**src/rtl/ram_port_arbiter.sv**
```systemverilog
// Shares one 64-bit RAMHelper port between fetch (I) and load/store (D) requesters.
// Define RAM_ARB_RR_EN for round-robin tie-breaking; default is fixed D-over-I priority.
module ram_port_arbiter #(
  parameter logic [63:0] BASE_ADDR = 64'h8000_0000,
  parameter int          IDX_SHIFT = 3
) (
  input  logic        clk,
  input  logic        rst_n,
  input  logic        i_req_valid,
  output logic        i_req_ready,
  input  logic [63:0] i_req_addr,
  output logic        i_resp_valid,
  input  logic        i_resp_ready,
  output logic [63:0] i_resp_data,
  input  logic        d_req_valid,
  output logic        d_req_ready,
  input  logic [63:0] d_req_addr,
  input  logic        d_req_we,
  input  logic [63:0] d_req_wdata,
  input  logic [63:0] d_req_wmask,
  output logic        d_resp_valid,
  input  logic        d_resp_ready,
  output logic [63:0] d_resp_data,
  output logic        ram_ren,
  output logic [63:0] ram_ridx,
  input  logic [63:0] ram_rdata,
  output logic        ram_wen,
  output logic [63:0] ram_widx,
  output logic [63:0] ram_wdata,
  output logic [63:0] ram_wmask,
  output logic        busy
);

  // Handshake: a request transfers on a rising edge where req_valid & req_ready;
  // a response transfers on a rising edge where resp_valid & resp_ready.
  typedef enum logic [1:0] {IDLE = 2'd0, ACCESS = 2'd1, RESP = 2'd2} state_t;

  state_t      state;
  logic        owner_d;
  logic        we_q;
  logic [63:0] idx_q;
  logic [63:0] wdata_q;
  logic [63:0] wmask_q;
  logic [63:0] resp_data;
  logic        ren_q;
  logic        wen_q;
  logic        i_rv_q;
  logic        d_rv_q;
  logic        d_grant;
  logic        i_grant;
  logic        d_write;
  logic [63:0] req_addr;
  logic [63:0] req_idx;

`ifdef RAM_ARB_RR_EN
  logic last_owner;  // 1 = D owned the previous transaction
  assign d_grant = d_req_valid & (~i_req_valid | ~last_owner);
`else
  assign d_grant = d_req_valid;
`endif
  assign i_grant  = i_req_valid & ~d_grant;
  assign d_write  = d_grant & d_req_we;
  assign req_addr = d_grant ? d_req_addr : i_req_addr;
  // Modulo-2^64 subtraction: addresses below the base wrap rather than fault.
  assign req_idx  = (req_addr - BASE_ADDR) >> IDX_SHIFT;

  always_ff @(posedge clk or negedge rst_n) begin
    if (!rst_n) begin
      state     <= IDLE;
      owner_d   <= 1'b0;
      we_q      <= 1'b0;
      idx_q     <= '0;
      wdata_q   <= '0;
      wmask_q   <= '0;
      resp_data <= '0;
      ren_q     <= 1'b0;
      wen_q     <= 1'b0;
      i_rv_q    <= 1'b0;
      d_rv_q    <= 1'b0;
`ifdef RAM_ARB_RR_EN
      last_owner <= 1'b0;
`endif
    end else begin
      case (state)
        IDLE: begin
          if (d_grant || i_grant) begin
            owner_d <= d_grant;
            idx_q   <= req_idx;
            we_q    <= d_write;
            ren_q   <= ~d_write;
            wen_q   <= d_write;
            if (d_grant) begin
              wdata_q <= d_req_wdata;
              wmask_q <= d_req_wmask;
            end
`ifdef RAM_ARB_RR_EN
            last_owner <= d_grant;
`endif
            state <= ACCESS;
          end
        end
        ACCESS: begin
          resp_data <= we_q ? 64'd0 : ram_rdata;
          ren_q     <= 1'b0;
          wen_q     <= 1'b0;
          i_rv_q    <= ~owner_d;
          d_rv_q    <= owner_d;
          state     <= RESP;
        end
        RESP: begin
          if ((owner_d && d_resp_ready) || (!owner_d && i_resp_ready)) begin
            i_rv_q <= 1'b0;
            d_rv_q <= 1'b0;
            state  <= IDLE;
          end
        end
        default: state <= IDLE;
      endcase
    end
  end

  assign i_req_ready  = (state == IDLE) & i_grant;
  assign d_req_ready  = (state == IDLE) & d_grant;
  assign i_resp_valid = i_rv_q;
  assign d_resp_valid = d_rv_q;
  assign i_resp_data  = owner_d ? 64'd0 : resp_data;
  assign d_resp_data  = owner_d ? resp_data : 64'd0;
  assign ram_ren      = ren_q;
  assign ram_wen      = wen_q;
  assign ram_ridx     = idx_q;
  assign ram_widx     = idx_q;
  assign ram_wdata    = wdata_q;
  assign ram_wmask    = wmask_q;
  assign busy         = (state != IDLE);

endmodule

```
**config.mk**
```make
export PLATFORM = sky130hd
export DESIGN_NAME = ram_port_arbiter
export DESIGN_NICKNAME = d
export VERILOG_FILES = /design/src/rtl/ram_port_arbiter.sv
export SDC_FILE = /design/constraint.sdc
export NUM_CORES = 1
export LEC_CHECK = 0
export BUFFER_PORTS_ARGS = -buffer_cell sky130_fd_sc_hd__buf_4
export CAP_MARGIN = 20
export CORE_AREA = 2 2 276 278
export CTS_CLUSTER_DIAMETER = 120
export DETAILED_ROUTE_END_ITERATION = 6
export DIE_AREA = 0 0 278 280
export PLACE_DENSITY = 0.39
export SLEW_MARGIN = 20
export SYNTH_ARGS = -nofsm -noshare
export SYNTH_HDL_FRONTEND = slang
export SYNTH_SLANG_ARGS = --single-unit
```
**constraint.sdc**
```tcl
create_clock -name clk -period 3.3 [get_ports clk]
set_input_delay 0.33 -clock clk [delete_from_list [all_inputs] [get_ports clk]]
set_output_delay 0.33 -clock clk [all_outputs]
set_load 0.03 [all_outputs]
```
* Word-level counts from Yosys, hierarchy flattened
Index checks and enable logic that the tools add are counted.
** Word-level totals
- Bits in registers :: 261
- Input bits :: 327
** Cells by class
- $add $sub $neg :: 1
- Eq/ne operators :: 4
- Mux-type cells :: 14
- Bitwise logic cells :: 7
- Reduce and logical (&&, ||, !) cells :: 14
** Operators by type and width (number)
- 2-to-1 mux 64 bit :: 4
- subtractor 64 x 32 -> 64 bit (second input constant) :: 1
- case mux 1 bit (2 select lines) :: 4
- AND reduction 2 bit :: 4
- case mux 2 bit (3 select lines) :: 1
- nonzero test 2 bit :: 3
- bitwise AND 1 bit :: 4
- 2-to-1 mux 2 bit :: 2
- inequality test 2 bit (second input constant) :: 2
- 2-to-1 mux 1 bit :: 3
- NOT 1 bit :: 3
- AND reduction 3 bit :: 1
- == test 2 x 1 -> 1 bit (second input constant) :: 1
- == test 2 bit (second input constant) :: 1
- logical AND 1 bit :: 2
- zero test 2 bit :: 1
- logical OR 1 bit :: 2
- zero test 1 bit :: 1

* Logic depth before layout (Yosys ltp)
- Depth after elaboration :: 5
- Gate-level depth with buffers :: 13
- Depth with buffers taken out :: 7

* Worst setup path before layout
Ideal clock, no wire load.
- Kind :: input to register
- Start point :: in d_req_valid
- End point :: reg idx_q[48] (netlist: ram_ridx[48])
- Setup time :: 0.069 ns
- Arrival time :: 2.859 ns
- Required time :: 3.231 ns
- Slack :: 0.372 ns
- Stages :: 12
- Cells stage by stage :: buf_4 > buf_2 > buf_2 > buf_4 > buf_2 > mux2i_1 > ha_1 > and3b_1 > a32o_1 > nand4b_1 > or4_1 > nand3_1
** Between the ends
- Longest elaborated chain between the ends :: 4
- Elaborated cells on any way between the ends :: 6
- Those cells by class :: 1 x add/sub; 1 x mux; 2 x bitwise; 2 x reduce/logical
** Ends and longest elaborated chain
- start: declaration :: line 15 : input logic d_req_valid,
- parallel branches: the longest is 4 deep, another holds subtractor 64 x 32 -> 64 bit
- end signal: assignment :: line 88 : idx_q <= req_idx;
- end: declaration :: line 41 : logic [63:0] idx_q;
Parallel ways; which one is timed is not known.
A chain may end at the register's enable or synchronous reset.

* Worst setup path in the final report
- Start point :: reg state[1]
- End point :: out d_req_ready
** Between the ends
- Longest elaborated chain between the ends :: 2
** Ends and longest elaborated chain
- start: declaration :: line 38 : state_t state;
- start signal: assignment :: line 69 : state <= IDLE;
- start signal: assignment :: line 99 : state <= ACCESS;
- start signal: assignment :: line 108 : state <= RESP;
- zero test 2 bit :: line 123 : assign d_req_ready = (state == IDLE) & d_grant;
- bitwise AND 1 bit :: line 123
- end: declaration :: line 16 : output logic d_req_ready,
Every way passes these cells.

==> results.md <==
* Outcome: complete, no violations
* Syn-to-layout area delta at 64.0%
* Crit-path slowest cell: dfrtp_1
* Final-report hold violation count at 0
* Worst-Skew Late Latency at 0.54 ns
* Dominant cell type by area after synthesis: dfrtp_1
* Detailed-route via count at between 10,000 and 15,000
* Die Y-Extent at 280 um
* Main area contributors after synthesis: dfrtp_1 (50%), mux2_2 (12%), mux2i_1 (4.4%)
* Data arrival, critical path at ~2.5 ns
* Post-CTS Hold Buffers at 123
* End of the critical path: d_req_ready
* Resized cells post-CTS at 0
* Peak VDD IR at roughly 0.55 mV
* RR Startpoint: state[1]
* Total GRT Usage at between 10% and 20%
* Final WS setup at 0.510 ns
* #FFs+latches synth at 261
* GP Congestion at between 0.7 and 0.8
* Count of pins over their slew limit at 0
* Worst-Margin Slew at 0.923 ns
* Register area share after synthesis at between 50 and 60%
* TNS Setup at 0 ns
* Crit. End Element: output pin
* Setup CP Type: flop to output pin
* Pint at ~0.012 W
* Post-DRT Antenna Nets at 0
* Die ar. at 77,800 um2
* Post-synth top area share at 50.2%
* Leak Pwr at 10.1 nW
* Cells after synthesis at 1,225
* R2r setup slk at 0.99 ns
* Fin Hold WS at 0.0513 ns
* Worst reg2reg path depth at 4
* Crit path from: state[1]
* Dpl ws at just over 0.4 ns
* Final #Nets at 2,302
* Synthesized area per cell at 10.6 um2
* Switch share at 46.9%
* Hold Path Class: input port to flop
* Netlist cell types at 63
* Number of enable flip-flop cells after synthesis at 0
* Synth warnings at 0
* Total wire length at 54,300 um
* Worst setup SP type: flop
* CP required at 2.97 ns
* Post-layout util at 28.4%
* Max-cap violations at 0
* Drt pass-1 iters at 5
* Share of cells above drive strength 1 at 46.4%
* Final period util at 84.6%
* Final setup viols at 0
* CTS Buf Count at 36
* Post-synth ARST share at 100%
* Pin count of the biggest net entering global routing at 82
* Total setup buffers inserted after CTS at 0
* Antenna violations before repair at 1
* CTS root buf: clkbuf_16
* Vias per Instance at 3.92
* PwrDens at 1040 nW/um2
* Number of port buffers at 705
* Leading register cell type out of synthesis: dfrtp_1
* Reg2reg end: ram_wmask[53]
* Sequential share of power at 27.9%
* Clk pwr share at 17.0%
* Highest Clock Rate at 358 MHz
* Initial drt markers at about 500
* Num rows at 101
* Clk sinks at 261
* DRC Markers at 0
* Combinational Power Share at between 50% and 60%
* Die width at around 280 um
* Critical path peak fanout at between 40 and 50
* Routed wire per std cell at between 15 and 20 um
* Hold path depth at 2
* Worst clock skew at 0.0183 ns
* Gr ovfl total at 0
* Max-Slew Margin vs Limit at slightly below 40%
* Critical-path cell list: nor2_1 > and2_4 > buf_12 > buf_4
* Core area at ~75,000 um2
* DP Wirelength at 41,700 um
* Clock-pin slew of the registers on the worst-case setup and hold paths at 0.06 ns
* Initial Util at 17.3%
* Max Buffers Root-to-Sink at 3
* CTS tree: built
* Vias in the first global route at ~12,000
* Total power at 0.0223 W
* Mapped cell area at 13,000 um2
* Io pins at about 720
* CP peak stage delay at 0.51 ns
* CTS H-tree depth at 2
* RSZ-0062 raised after global routing: false
* First-pass GRT wire length at approximately 79,000 um
* NetSw at ~0.010 W
* Min cycle time layout at 2.79 ns
## layer usage
metal | routed length, um | GRT usage (%) | vias up
met5 | 0 | 0 | -
met2 | 28200 | 23.8 | 363
met3 | 3210 | 3.40 | 51
met4 | 1040 | 3.49 | 0
met1 | 21800 | 15.7 | 5650
li1 | - | - | 5623
## layout make-up
cell class,instances,area [um2]
fillers,7903,53800
diodes,1,2.50
inverters,5,18.8
flip-flops and latches,261,6540
well taps,978,1220
clock buffers,58,1080
repair buffers,852,6790
multi-input cells,818,5650
clock inverters,7,42.5
## cells in the mapped netlist, types with 6 or more instances
cell type and n:
nor4_1 8, nor3_1 14, a21oi_1 7, mux2_2 134, clkbuf_1 48, mux2i_1 57
xnor2_1 10, dfrtp_1 261, nand2_1 139, nand3_1 16, o21ai_0 114, nor2_1 24
buf_2 19, buf_4 75, nand4_1 7, nor3b_1 9, and2_1 67, a211o_1 6
nor2b_1 66, nand2b_1 66
## cells in the final DEF, fill, tap and decap left out, types with 14 or more instances in the layout
master and count:
nor2b_1 66, nand3_1 16, buf_4 722, dfrtp_1 259
mux2_2 134, dlygate4sd3_1 123, and2_1 66, mux2i_1 57
clkbuf_16 37, o21ai_0 114, nor3_1 14, nand2_1 138
nand2b_1 66, nor2_1 24
## kinds of logic (layout without fill, tap and decap cells)
kind of cell             after synthesis  in the layout  synth area share (%)
adder cells (fa/ha/maj)                1              1                0.0961
XOR/XNOR                              15             15                  1.01
AND/OR/NAND/NOR                      442            442                  18.6
other                                  1              7                0.0288
buffers and inverters                151            922                  6.70
flip-flops                           261            261                  50.2
multiplexers                         191            191                  16.0
AO/OA/AOI/OAI                        163            163                  7.40
## how the worst min path moves through the flow
stage                          endpoint  slack (ns)            start
after floorplan            d_resp_valid        0.03            rst_n
after global placement    ram_wdata[50]        0.37            rst_n
after detailed placement  ram_wmask[17]        0.38            rst_n
after CTS                  resp_data[8]       0.002     ram_rdata[8]
after global routing      ram_wdata[19]        0.02  d_req_wdata[19]
final                     ram_wmask[12]        0.05  d_req_wmask[12]
## metrics by stage
step	instances	area (um2)
2_1_floorplan	1230	13000
3_3_place_gp	2791	19000
3_5_place_dp	2791	19000
4_1_cts	2979	21300
5_1_grt	2980	21300
6_report	2980	21300
## critical path, delay by kind of cell, from the launching register on
family,cells,cell delay [ns]
buffers and inverters,2,0.52
AND/OR/NAND/NOR,2,0.85
flip-flops,1,0.51
## registers in the layout, indices dropped and copies added (netlist names)
signal,cells
ram_wdata,64
ram_wmask,64
resp_data,64
ram_ridx,61
state,2
d_resp_valid,1
i_resp_valid,1
owner_d,1
ram_ren,1
ram_wen,1
we_q,1
## power groups by stage
| stage | clock network [W] | registers [W] | logic (W) |
|---|---|---|---|
| global route | 0.00409 | 0.00651 | 0.0129 |
| CTS | 0.00398 | 0.00627 | 0.0125 |
| floorplan | 0 | 0.00804 | 0.00565 |
| detailed placement | 0 | 0.00630 | 0.0123 |
| finish | 0.00378 | 0.00622 | 0.0123 |
| global placement | 0 | 0.00626 | 0.0123 |
Note: power is estimated with default switching activity, not from simulation.
